--- src/rtl/morph_program_runner.sv ---
// Runs a short program of (op, structuring element) steps through an external
// combinational morphologic unit, feeding each step's result back as the next image.
module morph_program_runner #(
    parameter int ImageWidth  = 8,
    parameter int ImageHeight = 4,
    parameter int MaxSteps    = 4,
    parameter int LenWidth    = 3
) (
    input  logic                               clk,
    input  logic                               rst,
    input  logic                               start,
    input  logic [ImageWidth*ImageHeight-1:0]  img_in,
    input  logic [12*MaxSteps-1:0]             program_bits,
    input  logic [LenWidth-1:0]                length,
    output logic [ImageWidth*ImageHeight-1:0]  unit_img,
    output logic [8:0]                         unit_el,
    output logic [2:0]                         unit_op,
    input  logic [ImageWidth*ImageHeight-1:0]  unit_result,
    output logic                               busy,
    output logic                               done,
    output logic [ImageWidth*ImageHeight-1:0]  result,
    output logic [LenWidth-1:0]                step,
    output logic [1:0]                         fsm_state
);

    localparam int Pixels = ImageWidth * ImageHeight;

    localparam logic [1:0] IDLE = 2'd0;
    localparam logic [1:0] RUN  = 2'd1;
    localparam logic [1:0] DONE = 2'd2;

    logic [1:0]            state;
    logic [Pixels-1:0]     work;
    logic [12*MaxSteps-1:0] prog;
    logic [LenWidth-1:0]   len;
    logic [LenWidth-1:0]   eff_len;
    logic [11:0]           cur_step;

    // Protocol: start is a request taken only in IDLE (no ready signal, no queueing);
    // done is a one-cycle strobe marking result valid, and result holds until the next done.
    assign eff_len = (length > LenWidth'(MaxSteps)) ? LenWidth'(MaxSteps) : length;

    always_comb begin
        cur_step = '0;
        for (int k = 0; k < MaxSteps; k++) begin
            if (step == LenWidth'(k)) begin
                cur_step = prog[12*k +: 12];
            end
        end
    end

    assign unit_img             = work;
    assign {unit_op, unit_el}   = cur_step;
    assign busy                 = (state == RUN);
    assign done                 = (state == DONE);
    assign fsm_state            = state;

    always_ff @(posedge clk) begin
        if (rst) begin
            state  <= IDLE;
            work   <= '0;
            prog   <= '0;
            len    <= '0;
            step   <= '0;
            result <= '0;
        end else begin
            case (state)
                IDLE: begin
                    if (start) begin
                        work <= img_in;
                        prog <= program_bits;
                        step <= '0;
                        len  <= eff_len;
                        // An empty program completes immediately with the source image.
                        if (eff_len == '0) begin
                            result <= img_in;
                            state  <= DONE;
                        end else begin
                            state  <= RUN;
                        end
                    end
                end
                RUN: begin
                    work <= unit_result;
                    if (step == len - LenWidth'(1)) begin
                        result <= unit_result;
                        state  <= DONE;
                    end else begin
                        step <= step + LenWidth'(1);
                    end
                end
                DONE: begin
                    step  <= '0;
                    state <= IDLE;
                end
                default: state <= IDLE;
            endcase
        end
    end

endmodule

--- config.mk ---
export PLATFORM = sky130hd
export DESIGN_NAME = morph_program_runner
export DESIGN_NICKNAME = d
export VERILOG_FILES = /design/src/rtl/morph_program_runner.sv
export SDC_FILE = /design/constraint.sdc
export NUM_CORES = 1
export LEC_CHECK = 0
export CORE_MARGIN = 3
export CORE_UTILIZATION = 30
export DETAILED_ROUTE_END_ITERATION = 10
export PLACE_DENSITY_LB_ADDON = 0.05
export SYNTH_ARGS = -nofsm -noshare
export SYNTH_HDL_FRONTEND = slang
export SYNTH_SLANG_ARGS = --single-unit
--- constraint.sdc ---
create_clock -name clk -period 1.96 [get_ports clk]
set_input_delay 0.196 -clock clk [delete_from_list [all_inputs] [get_ports clk]]
set_output_delay 0.196 -clock clk [all_outputs]
set_load 0.01 [all_outputs]
==> reports/qor.yml <==
outcome:
  outcome: "complete, but fails checks"
  violations: "setup timing"
clocking:
  cts_tree: "yes"
  cts.root.buffer_cell: "clkbuf_16"
  clk_transition_reported_paths_ns: 0.05
  cts_made_buffers: 17
  htreeDepth: 4
  clk_path_buf_depth: 2
  clock_latency_ns: 0.41
  cts_sinks: 120
setup_path:
  crit_fanout: 12
  rr_endpoint: "result[11]"
  cp_cell_sequence: "inv_4 > ha_4 > buf_8 > nand2_1 > o21ai_1 > mux2_4 > a22o_1 > buf_2"
  path_class: "flop to primary output"
  critPathRequiredTime_ns: 1.76
  reg2reg_slack_ns: 0.07
  reg2reg_depth: 8
  crit_path_max_incr_delay_ns: 0.36
  critical_path_arrival_ns: 1.86
  start_kind: "flop"
  crit_path_top_delay_cell: "dfxtp_4"
  rr_startpoint: "len[0]"
  crit_path_end_kind: "primary output"
power:
  peakVddDrop_mv: 0.597
  leakagePower_uw: 0.00322
  design_power_total_uw: 7900
  power_density_nw_per_um2: 979
sta:
  final-max-slew-violation-count: 0
  slew_headroom: 0.712
  layout_worst_path_cycle_share: 1.05
  tns_ns: -0.993
  finClkSkew_ns: 0.00618
  finalSetupViolCount: 12
  tightest_slew_ns: 0.428
  hold_violations: 0
  fmax_mhz: 485
  rsz0062_at_grt: "yes"
  period_needed_ns: 2.06
  fin_ws_ns: -0.100
routing:
  avgViaCountPerCell: 4.82
  routed_wl_mm: 17.3
  first_pass_iters: 6
  drc_errors: 0
  drtIter0Drc: 213
  ant_nets: 0
  via_count: 4738
  wire_per_inst_um: 17.5
floorplan:
  dieArea_um2: 18100
  ioPinCount: 201
  start_util: 0.310
  rows: 46
  die_h_um: 135
  core_area_um2: 16000
  die_w_um: 135
yosys:
  yosysUniqueCellTypes: 37
  syn-num-nets: 675
  syn_inst: 551
  synth_area_leader_cell: "dfxtp_1"
  synth.area.top_cells: "dfxtp_1 48%, nand2_1 9.5%, o22a_1 5.7%"
  synth_area_um2: 4960
  ys_seq_area_frac: 0.485
  synth_top_area_share: 0.485
  yosys_warnings: 0
  avgSynthCellArea_um2: 8.99
  synth-seq-cells: 120
cells_and_area:
  final_cell_area_um2: 8060
  area_growth_pct: 62.7
  layout-drive-gt1-share: 0.154
  nFillCells: 1533
  nNetsFinal: 878
place:
  numPortBuffers: 200
  post_dp_cell_area_um2: 7220
  place_ws_ns: -0.157
  place.gp.congestion: 0.806
  hpwl_mm: 11.7
hold_path:
  hold_class: "primary input to flop"
  hold_depth: 2
  hp-start: "rst"
  hold_end: "len[2]"
grt:
  grt_pass1_wl_mm: 25.4
  overflow: 0
  grt_max_degree: 57
  antenna_found_initial: 1
  track_usage: 0.182
  grt_pass1_vias: 4684
job:
  drv_cap: 0
## synth_stat cells
library cell,count
a2111oi_0,1
a211oi_1,1
a211oi_2,1
a21oi_1,53
a221oi_4,1
a22o_1,14
a31oi_1,1
a32o_1,1
buf_1,5
buf_2,5
buf_4,7
buf_6,4
buf_8,1
clkbuf_1,21
clkbuf_8,3
dfxtp_1,120
ha_1,6
inv_1,7
mux2_2,12
nand2_1,125
nand2_2,2
nand2b_1,3
nand3b_1,2
nor2_1,37
nor2b_1,1
nor3_1,2
nor4_1,1
o21a_1,33
o21a_4,1
o21ai_0,12
o22a_1,32
o22ai_1,25
o22ai_2,7
or3b_1,1
xnor3_2,1
xor2_1,1
xor2_2,1
## metal layers
| metal | up-vias | share of wire | track usage |
|---|---|---|---|
| li1 | 2332 | - | - |
| met3 | 21 | 0.078 | 0.0741 |
| met5 | - | 0 | 0 |
| met2 | 168 | 0.50 | 0.309 |
| met4 | 0 | 0.021 | 0.0628 |
| met1 | 2217 | 0.40 | 0.208 |
## cells by family (layout without fill, tap and decap cells)
logic type | count (synthesis) | count (layout) | share of synthesized area
AOI/OAI and AO/OA | 183 | 184 | 0.264
other | 0 | 1 | 0
and+or+nand+nor | 174 | 174 | 0.138
xor gates and xnor gates | 3 | 3 | 0.00985
muxes | 12 | 12 | 0.0273
buffers and inverters | 53 | 268 | 0.0611
DFF | 120 | 120 | 0.485
adders and majority gates | 6 | 6 | 0.0151
## metrics by stage
| step | hold slack [ns] | utilization | cells |
|---|---|---|---|
| after floorplan | 0.332 | - | 551 |
| after detailed placement | 0.445 | 0.451 | 942 |
| after global placement | 0.445 | 0.451 | 942 |
| final | 0.224 | 0.504 | 984 |
| after global routing | 0.234 | 0.504 | 984 |
| after CTS | 0.208 | 0.495 | 975 |
## power breakdown
group	leakage (uW)	switching (uW)	total, uW	internal, uW
Sequential	0.000990	159	2860	2710
Clock	0.000308	1110	3340	2230
Combinational	0.00192	745	1690	948
## sequential cells by signal, summed over array words and instances, names as in the netlist
| signal | cells |
|---|---|
| len | 3 |
| step | 3 |
| fsm_state | 2 |
| unit_img | 32 |
| prog | 48 |
| result | 32 |
## repair_timing
action	CTS	global route
buffers inserted	0	5
gates resized for setup	90	13
cloned	2	3
pin swaps	6	5
endpoints found under the setup margin	13	21
hold buffers	0	0
## worst max-delay path, delay by kind of cell (launching register included)
kind | cells | cell delay (ns)
AOI/OAI and AO/OA | 2 | 0.25
adders and majority gates | 1 | 0.17
buffers and inverters | 3 | 0.33
DFF | 1 | 0.36
muxes | 1 | 0.28
and+or+nand+nor | 1 | 0.06
## worst max path at each step
| stage | start | endpoint | depth (start not counted) |
|---|---|---|---|
| after detailed placement | step[0] | unit_el[5] | 7 |
| after global placement | step[0] | unit_el[6] | 7 |
| after floorplan | step[1] | unit_el[0] | 4 |
| after CTS | step[1] | unit_op[2] | 6 |
| final | step[1] | unit_el[5] | 8 |
| after global routing | step[1] | unit_op[2] | 8 |
## layout by cell type, fill, tap and decap left out, drive strengths merged
master	Yosys	final
a2111oi	1	1
a211oi	2	2
a21oi	53	53
a221oi	1	1
a22o	14	14
a31oi	1	1
a32o	1	1
buf	22	40
bufinv	0	5
clkbuf	24	19
clkdlybuf4s50	0	186
clkinv	0	7
clkinvlp	0	3
dfxtp	120	120
diode	0	1
dlymetal6s2s	0	1
ha	6	6
inv	7	7
mux2	12	12
nand2	127	127
nand2b	3	3
nand3b	2	2
nor2	37	37
nor2b	1	1
nor3	2	2
nor4	1	1
o21a	34	35
o21ai	12	12
o22a	32	32
o22ai	32	32
or3b	1	1
xnor3	1	1
xor2	2	2
## final cells by class
class / instances / area [um^2] / share of cell area
tap: 216 / 270 / 0.0335
clock buffer: 17 / 425 / 0.0528
antenna: 1 / 2.50 / 0.000310
clock inverter: 15 / 208 / 0.0258
inverter: 7 / 31.3 / 0.00388
timing repair buffer: 229 / 2330 / 0.289
multi-input combinational: 379 / 2390 / 0.296
sequential: 120 / 2410 / 0.299
Power figures use the tool's default switching activity.
